[config.mk]
export PLATFORM = sky130hd
export DESIGN_NAME = universal_shift_register
export DESIGN_NICKNAME = d
export VERILOG_FILES = /design/src/rtl/universal_shift_register.sv
export SDC_FILE = /design/constraint.sdc
export NUM_CORES = 1
export LEC_CHECK = 0
export ABC_AREA = 1
export ABC_CLOCK_PERIOD_IN_PS = 1250
export BUFFER_PORTS_ARGS = -buffer_cell sky130_fd_sc_hd__buf_2
export CORE_MARGIN = 2
export CORE_UTILIZATION = 23
export CTS_CLUSTER_SIZE = 28
export DETAILED_ROUTE_END_ITERATION = 12
export HOLD_SLACK_MARGIN = 0.08
export PLACE_DENSITY = 0.42
export SLEW_MARGIN = 15
export SYNTH_ARGS = -nofsm -noshare
export SYNTH_HDL_FRONTEND = slang
export SYNTH_SLANG_ARGS = --single-unit
[constraint.sdc]
create_clock -name clk -period 1.25 [get_ports clk]
set_input_delay 0.25 -clock clk [delete_from_list [all_inputs] [get_ports clk]]
set_output_delay 0.25 -clock clk [all_outputs]
set_load 0.1 [all_outputs]
[src/rtl/universal_shift_register.sv]
// universal_shift_register: N-bit register with load, shift/rotate modes, serial ports and shift counter
module universal_shift_register #(
  parameter int WIDTH = 8,
  parameter logic [WIDTH-1:0] RESET_VAL = {WIDTH{1'b0}},
  localparam int CW = $clog2(WIDTH+1)
) (
  input  logic             clk,
  input  logic             rst_n,
  input  logic             en,
  input  logic [2:0]       mode,
  input  logic [WIDTH-1:0] d,
  input  logic             ser_in_lsb,
  input  logic             ser_in_msb,
  output logic [WIDTH-1:0] q,
  output logic             ser_out_msb,
  output logic             ser_out_lsb,
  output logic [CW-1:0]    shift_cnt,
  output logic             done
);
  logic [WIDTH-1:0] r_q, w_q_next;
  logic [CW-1:0]    r_cnt, w_cnt_next;
  logic             r_done, w_is_shift, w_is_restart;
  assign w_is_shift   = (mode != 3'd0) && (mode != 3'd1) && (mode != 3'd7);
  assign w_is_restart = (mode == 3'd1) || (mode == 3'd7);
  // next register value for the selected operation
  always_comb begin
    w_q_next = r_q;
    case (mode)
      3'd1:    w_q_next = d;
      3'd2:    w_q_next = {r_q[WIDTH-2:0], ser_in_lsb};
      3'd3:    w_q_next = {ser_in_msb, r_q[WIDTH-1:1]};
      3'd4:    w_q_next = {r_q[WIDTH-2:0], r_q[WIDTH-1]};
      3'd5:    w_q_next = {r_q[0], r_q[WIDTH-1:1]};
      3'd6:    w_q_next = {r_q[WIDTH-1], r_q[WIDTH-1:1]};
      3'd7:    w_q_next = '0;
      default: w_q_next = r_q;
    endcase
  end
  // counter restarts on load/clear and saturates at WIDTH so done fires only once per run
  always_comb begin
    w_cnt_next = w_is_restart ? '0
               : (w_is_shift && r_cnt < CW'(WIDTH)) ? r_cnt + 1'b1
               : r_cnt;
  end
  // state update: reset wins, enable gates everything, done is a one-cycle pulse
  always_ff @(posedge clk) begin
    if (!rst_n) begin
      r_q    <= RESET_VAL;
      r_cnt  <= '0;
      r_done <= 1'b0;
    end else if (en) begin
      r_q    <= w_q_next;
      r_cnt  <= w_cnt_next;
      r_done <= w_is_shift && (r_cnt == CW'(WIDTH-1));
    end else begin
      r_done <= 1'b0;
    end
  end
  assign q           = r_q;
  assign shift_cnt   = r_cnt;
  assign done        = r_done;
  assign ser_out_msb = r_q[WIDTH-1];
  assign ser_out_lsb = r_q[0];
endmodule

==> results of run 1 <==
-- worst paths after layout --
| kind | from | end | slack (ns) |
|---|---|---|---|
| worst max-delay path | q[0] | q[0] | 0.13 |
| worst min-delay path | rst_n | shift_cnt[2] | 0.23 |
| worst max register to register | shift_cnt[3] | shift_cnt[3] | 0.19 |
| worst min register to register | q[3] | q[3] | 0.51 |
-- cells by family (layout without fill, tap and decap cells) --
kind of cell    count (synthesis)  in the layout  share of synthesized area (%)
compound gates                 12             12                           7.13
buf+inv                        15             47                           9.81
flops                          13             13                           30.9
fa+ha+maj                       1              1                           1.49
simple gates                   96             96                           50.7
-- cells in the mapped netlist --
master / number
inv_2: 2
buf_4: 3
o21ai_1: 1
a21oi_1: 11
nand2_1: 42
clkinv_1: 1
nor2_1: 25
nand4_1: 4
nand3_1: 19
inv_1: 7
buf_6: 2
nand2_4: 1
dfxtp_1: 13
nand3_2: 3
nand2_2: 1
nand3b_1: 1
ha_1: 1
-- sequential cells by signal, summed over array words and instances, names as in the netlist --
name       flops
shift_cnt      4
q              8
done           1
-- per-stage QoR --
| step | setup WS [ns] | hold WS (ns) | total power (W) | instance area, sq um | instances |
|---|---|---|---|---|---|
| 6_report | 0.128 | 0.226 | 0.00115 | 1320 | 215 |
| 5_1_grt | 0.0711 | 0.218 | 0.00121 | 1320 | 215 |
| 4_1_cts | 0.110 | 0.214 | 0.00116 | 1320 | 215 |
| 3_5_place_dp | -0.0627 | 0.493 | 0.000881 | 1290 | 211 |
| 3_3_place_gp | -0.0333 | 0.497 | 0.000880 | 1290 | 211 |
| 2_1_floorplan | 0.0344 | 0.361 | 0.000729 | 870 | 137 |
-- layer usage --
layer / vias to the layer above / GRT usage, %
met5: - / 0
met1: 420 / 16.5
met2: 38 / 18.6
li1: 509 / -
met3: 5 / 3.65
met4: 0 / 6.38
-- power groups by stage --
stage          clock [W]  sequential (W)  combinational [W]
2_1_floorplan          0        0.000577           0.000151
3_3_place_gp           0        0.000470           0.000410
3_5_place_dp           0        0.000469           0.000412
4_1_cts         0.000291        0.000460           0.000413
5_1_grt         0.000309        0.000464           0.000443
6_report        0.000276        0.000460           0.000410
-- area by class of cell --
cell class / instances / area [sq um] / area share [%]
multi-input cells: 109 / 499 / 37.9
repair buffers: 33 / 410 / 31.1
flip-flops and latches: 13 / 288 / 21.8
well taps: 46 / 57.6 / 4.36
inverters: 10 / 37.5 / 2.85
clock buffers: 4 / 26.3 / 1.99
==> results_dict.tcl, run 1 <==
set metrics [dict create \
    status "complete, no violations" \
    ctsHtreeMaxLevel 1 \
    relSlewSlack_pct 82.0 \
    die_area_sq_um 4160 \
    synth_top_area_share_pct 30.9 \
    grt_pass1_vias 890 \
    synth-seq-area-share_pct 30.9 \
    syn_inst 137 \
    period_share_pct 89.8 \
    grt_start_max_net_pins 17 \
    crit_cells 1 \
    wl_met2_microns 1010 \
    place.gp.congestion 0.821 \
    antennaDiodeCount 0 \
    synth_warnings 0 \
    top_layer "met4" \
    worstPathRequired_ns 1.00 \
    vias 972 \
    hold_class "in2reg" \
    wl_met3_microns 203 \
    power.switching_w 0.000447 \
    final_cell_mix "nand2_1 (42), nor2_1 (25), nand3_1 (19)" \
    critical_path.cell_chain "buf_12" \
    drc_errors 0 \
    coreArea_sq_um 3420 \
    wirelength_microns 2300 \
    seq_power_share_pct 40.1 \
    nets 187 \
    irDropWorstVdd_uv 648 \
    synth_fp_nets 154 \
    synth-seq-cells 13 \
    cellPowerDensity_nw_per_um2 869 \
    cts.sink_count 13 \
    holdBufCountCts 0 \
    reg2reg_depth 6 \
    tns_ns 0 \
    vias_per_cell 4.52 \
    grt-ovfl-total 0 \
    dieWidth_microns 64.5 \
    cts_tree "built" \
    dr.pass1.iters 4 \
    whs_path_depth 3 \
    hpwlAfterDp_microns 1750 \
    m1WireLength_microns 1040 \
    drive_gt1_share_pct 32.5 \
    port_buffers 30 \
    synth_top_area_cell "dfxtp_1" \
    initial_core_util_pct 24.7 \
    grt_pass1_wl_microns 4080 \
    power_leakage_nw 0.598 \
    cts-root-buf "clkbuf_4" \
    skew_ns 0.00372 \
    cts_resized 0 \
    rsz0062_at_grt "false" \
    ant_nets 0 \
    slew_violations 0 \
    combPwrFrac_pct 35.8 \
    crit_type "reg2out" \
    dieHeight_microns 64.5 \
    worst_pin_slew_ns 0.268 \
    wl_per_cell_microns 10.7 \
    worst_path_largest_cell_delay_ns 0.41 \
    critical-path-top-delay-family "flip-flops" \
    final.min_clock_period_ns 1.12 \
    insertion_delay_ns 0.28 \
    final_common_cell "nand2_1" \
    numCtsBuffers 3 \
    syn_area_sq_um 842 \
    cp.buffers_inverters 1 \
    netSwitchingFraction_pct 39.1 \
    io_pins 31 \
    setup_viol_count_final 0 \
    yosysUniqueCellTypes 17 \
    finalHoldViolCount 0 \
    drv_cap 0 \
    clock_path_buffers 2 \
    synthTopCellsByArea "dfxtp_1 (31%), nand2_1 (19%), nand3_1 (11%), nor2_1 (11%), a21oi_1 (6.5%)" \
    utilization_pct 38.6 \
    grt.total_usage_pct 12.6 \
    clk_pin_slew_ns 0.09 \
    crit_path_end_kind "primary output" \
    max_clock_freq_mhz 891 \
    internal_power_w 0.000698 \
    antenna_found_initial 0 \
    fillers 365 \
    cp_slowest_cell "dfxtp_4" \
    path_max_fanout 5 \
    drt_iter0_drc 125 \
    critPathArrivalTime_ns 0.87 \
    avgSynthCellArea_sq_um 6.15 \
    clkPwrFrac_pct 24.1 \
    start_kind "register" \
    syn_to_final_growth_pct 56.6 \
    postCtsSetupBuffers 0 \
    rows 21 \
]
(Power assumes the default switching activity.)
==> run 2, diff against run 1 <==
ABC_AREA = 0   (was 1)
==> run 2 against run 1 <==
  * Die area shrank 0.42%
  * Maximum frequency shrank 3.2%
  * Sequential cell count is the same
  * Sequential share of layout area grew 0.13 points
  * Register-to-register slack lost 0.099 ns
  * Clock power shrank 4%
  * Utilization grew 0.77 points
  * Setup slack lost 0.037 ns
  * Final cell count shrank 17%
  * Clock skew is essentially flat
  * Synthesized cell count shrank 29%
==> results_dict.tcl, run 2 <==
set metrics [dict create \
    status "complete, no violations" \
    period_share_pct 92.7 \
    worst_path_largest_cell_delay_ns 0.38 \
    cellPowerDensity_nw_per_um2 875 \
    rsz0062_at_grt "false" \
    dieWidth_microns 64.4 \
    utilization_pct 39.4 \
    synth_top_area_share_pct 31.0 \
    power_leakage_nw 0.528 \
    hold_end "q[4]" \
    largest_reg_flops 8 \
    place.gp.congestion 0.796 \
    hold_class "in2reg" \
    crit_type "reg2reg" \
    synth-seq-cells 13 \
    crit_path_end_kind "register" \
    path_max_fanout 5 \
    yosysUniqueCellTypes 32 \
    synth-seq-area-share_pct 31.0 \
    tns_ns 0 \
    synth_fp_nets 114 \
    worstPathRequired_ns 1.41 \
    wl_per_cell_microns 13.2 \
    p_total_w 0.00118 \
    numCtsBuffers 3 \
    grt-ovfl-total 0 \
    drc_errors 0 \
    synth_warnings 0 \
    syn_area_sq_um 838 \
    dieHeight_microns 64.4 \
    synth_edf_count 0 \
    ant_nets 0 \
    final.min_clock_period_ns 1.16 \
    io_pins 31 \
    syn_to_final_growth_pct 60.4 \
    wirelength_microns 2360 \
    drv_cap 0 \
    cts_tree "built" \
    async_flop_share_pct 0 \
    final_cell_mix "buf_2 (15), buf_12 (15), buf_4 (10)" \
    skew_ns 0.00359 \
    hpwlAfterDp_microns 1870 \
    critical_path.cell_chain "mux2_2 > a221oi_1 > o21ai_1" \
    r2r-end "q[5]" \
    insertion_delay_ns 0.27 \
    synth_top_area_cell "dfxtp_1" \
    drive_gt1_share_pct 51.1 \
    worst_pin_slew_ns 0.418 \
    port_buffers 30 \
    vias_per_cell 4.82 \
    syn_inst 97 \
    start_kind "register" \
    whs_ns 0.256 \
    r2r_start "q[6]" \
    coreArea_sq_um 3420 \
    die_area_sq_um 4140 \
    r2r_slack_ns 0.09 \
    cts.sink_count 13 \
    antennaDiodeCount 0 \
    vias 863 \
    cp.buffers_inverters 0 \
    avgSynthCellArea_sq_um 8.64 \
    critPathArrivalTime_ns 1.31 \
    dr.pass1.iters 4 \
    clock_path_buffers 2 \
    clk_pin_slew_ns 0.09 \
    cts-root-buf "clkbuf_4" \
    finalHoldViolCount 0 \
    min_from "d[4]" \
    grt_pass1_vias 827 \
    yosysMostFrequentCell "dfxtp_1" \
    antenna_found_initial 0 \
    netlist_top_cells_count "dfxtp_1 (13), o21ai_0 (9), nand2_1 (8)" \
    slew_violations 0 \
    nets 151 \
    synth_ff_type "dfxtp_1" \
    cp_slowest_cell "dfxtp_4" \
    grt_start_max_net_pins 11 \
    relSlewSlack_pct 72.0 \
    max_clock_freq_mhz 863 \
    cts_resized 0 \
    holdBufCountCts 0 \
    reg2reg_depth 3 \
    postCtsSetupBuffers 0 \
    setup_viol_count_final 0 \
    grt_pass1_wl_microns 4040 \
    drt_iter0_drc 27 \
    synthTopCellsByArea "dfxtp_1 (31%), mux2_2 (8.1%), a221oi_1 (7.3%), o21ai_0 (5.4%), o21ai_1 (4.2%)" \
    irDropWorstVdd_uv 307 \
    ctsHtreeMaxLevel 1 \
    whs_path_depth 3 \
    initial_core_util_pct 24.5 \
    grt.total_usage_pct 12.5 \
    critical-path-top-delay-family "compound AO/OA/AOI/OAI gates" \
    rows 21 \
]
==> run 2: cell type report <==
class	instances	area [sq um]
multi-input cells	75	512
flip-flops and latches	13	295
inverters	1	3.75
well taps	46	57.6
clock buffers	4	26.3
fillers	379	2070
repair buffers	40	450
==> run 2: power breakdown <==
part	switching (W)	internal (W)	leakage [nW]
combinational	0.000267	0.000181	0.400
clock	0.000142	0.000123	0.0150
sequential	0.0000368	0.000427	0.114
total	0.000446	0.000731	0.528
==> run 2: tightest hold or removal path, cell delays in order <==
cell	delay, ns
buf_2	0.08
o21ai_0	0.07
o21ai_1	0.10
==> run 2: how the worst max path moves through the flow <==
stage	start	to	slack [ns]	depth (start not counted)
2_1_floorplan	q[3]	q[2]	0.0003	3
3_3_place_gp	mode[0]	q[5]	-0.09	5
3_5_place_dp	mode[0]	q[5]	-0.11	4
4_1_cts	q[7]	ser_out_msb	0.02	2
5_1_grt	q[0]	q[1]	0.02	3
6_report	q[6]	q[5]	0.09	3
==> run 2: cells by family (layout without fill, tap and decap cells) <==
group | after synthesis | count (layout) | synth area share, %
AO/OA/AOI/OAI | 33 | 33 | 26.9
AND/OR/NAND/NOR | 33 | 33 | 22.5
flip-flops | 13 | 13 | 31.0
buffers and inverters | 9 | 45 | 7.91
multiplexers | 6 | 6 | 8.06
XOR/XNOR | 2 | 2 | 2.09
adder cells (fa/ha/maj) | 1 | 1 | 1.49
==> run 2: per-stage QoR <==
stage,setup slack [ns],cells,area (sq um)
after floorplan,0.000279,97,873
after global placement,-0.0898,176,1330
after detailed placement,-0.108,176,1330
after CTS,0.0178,180,1350
after global routing,0.0213,179,1350
final,0.0910,179,1350
==> run 2: layer usage <==
metal | routed length [microns] | vias to the layer above | GRT usage, %
li1 | - | 435 | -
met1 | 1160 | 405 | 16.0
met2 | 1050 | 21 | 19.9
met3 | 138 | 2 | 4.05
met4 | 19 | 0 | 3.99
met5 | 0 | - | 0
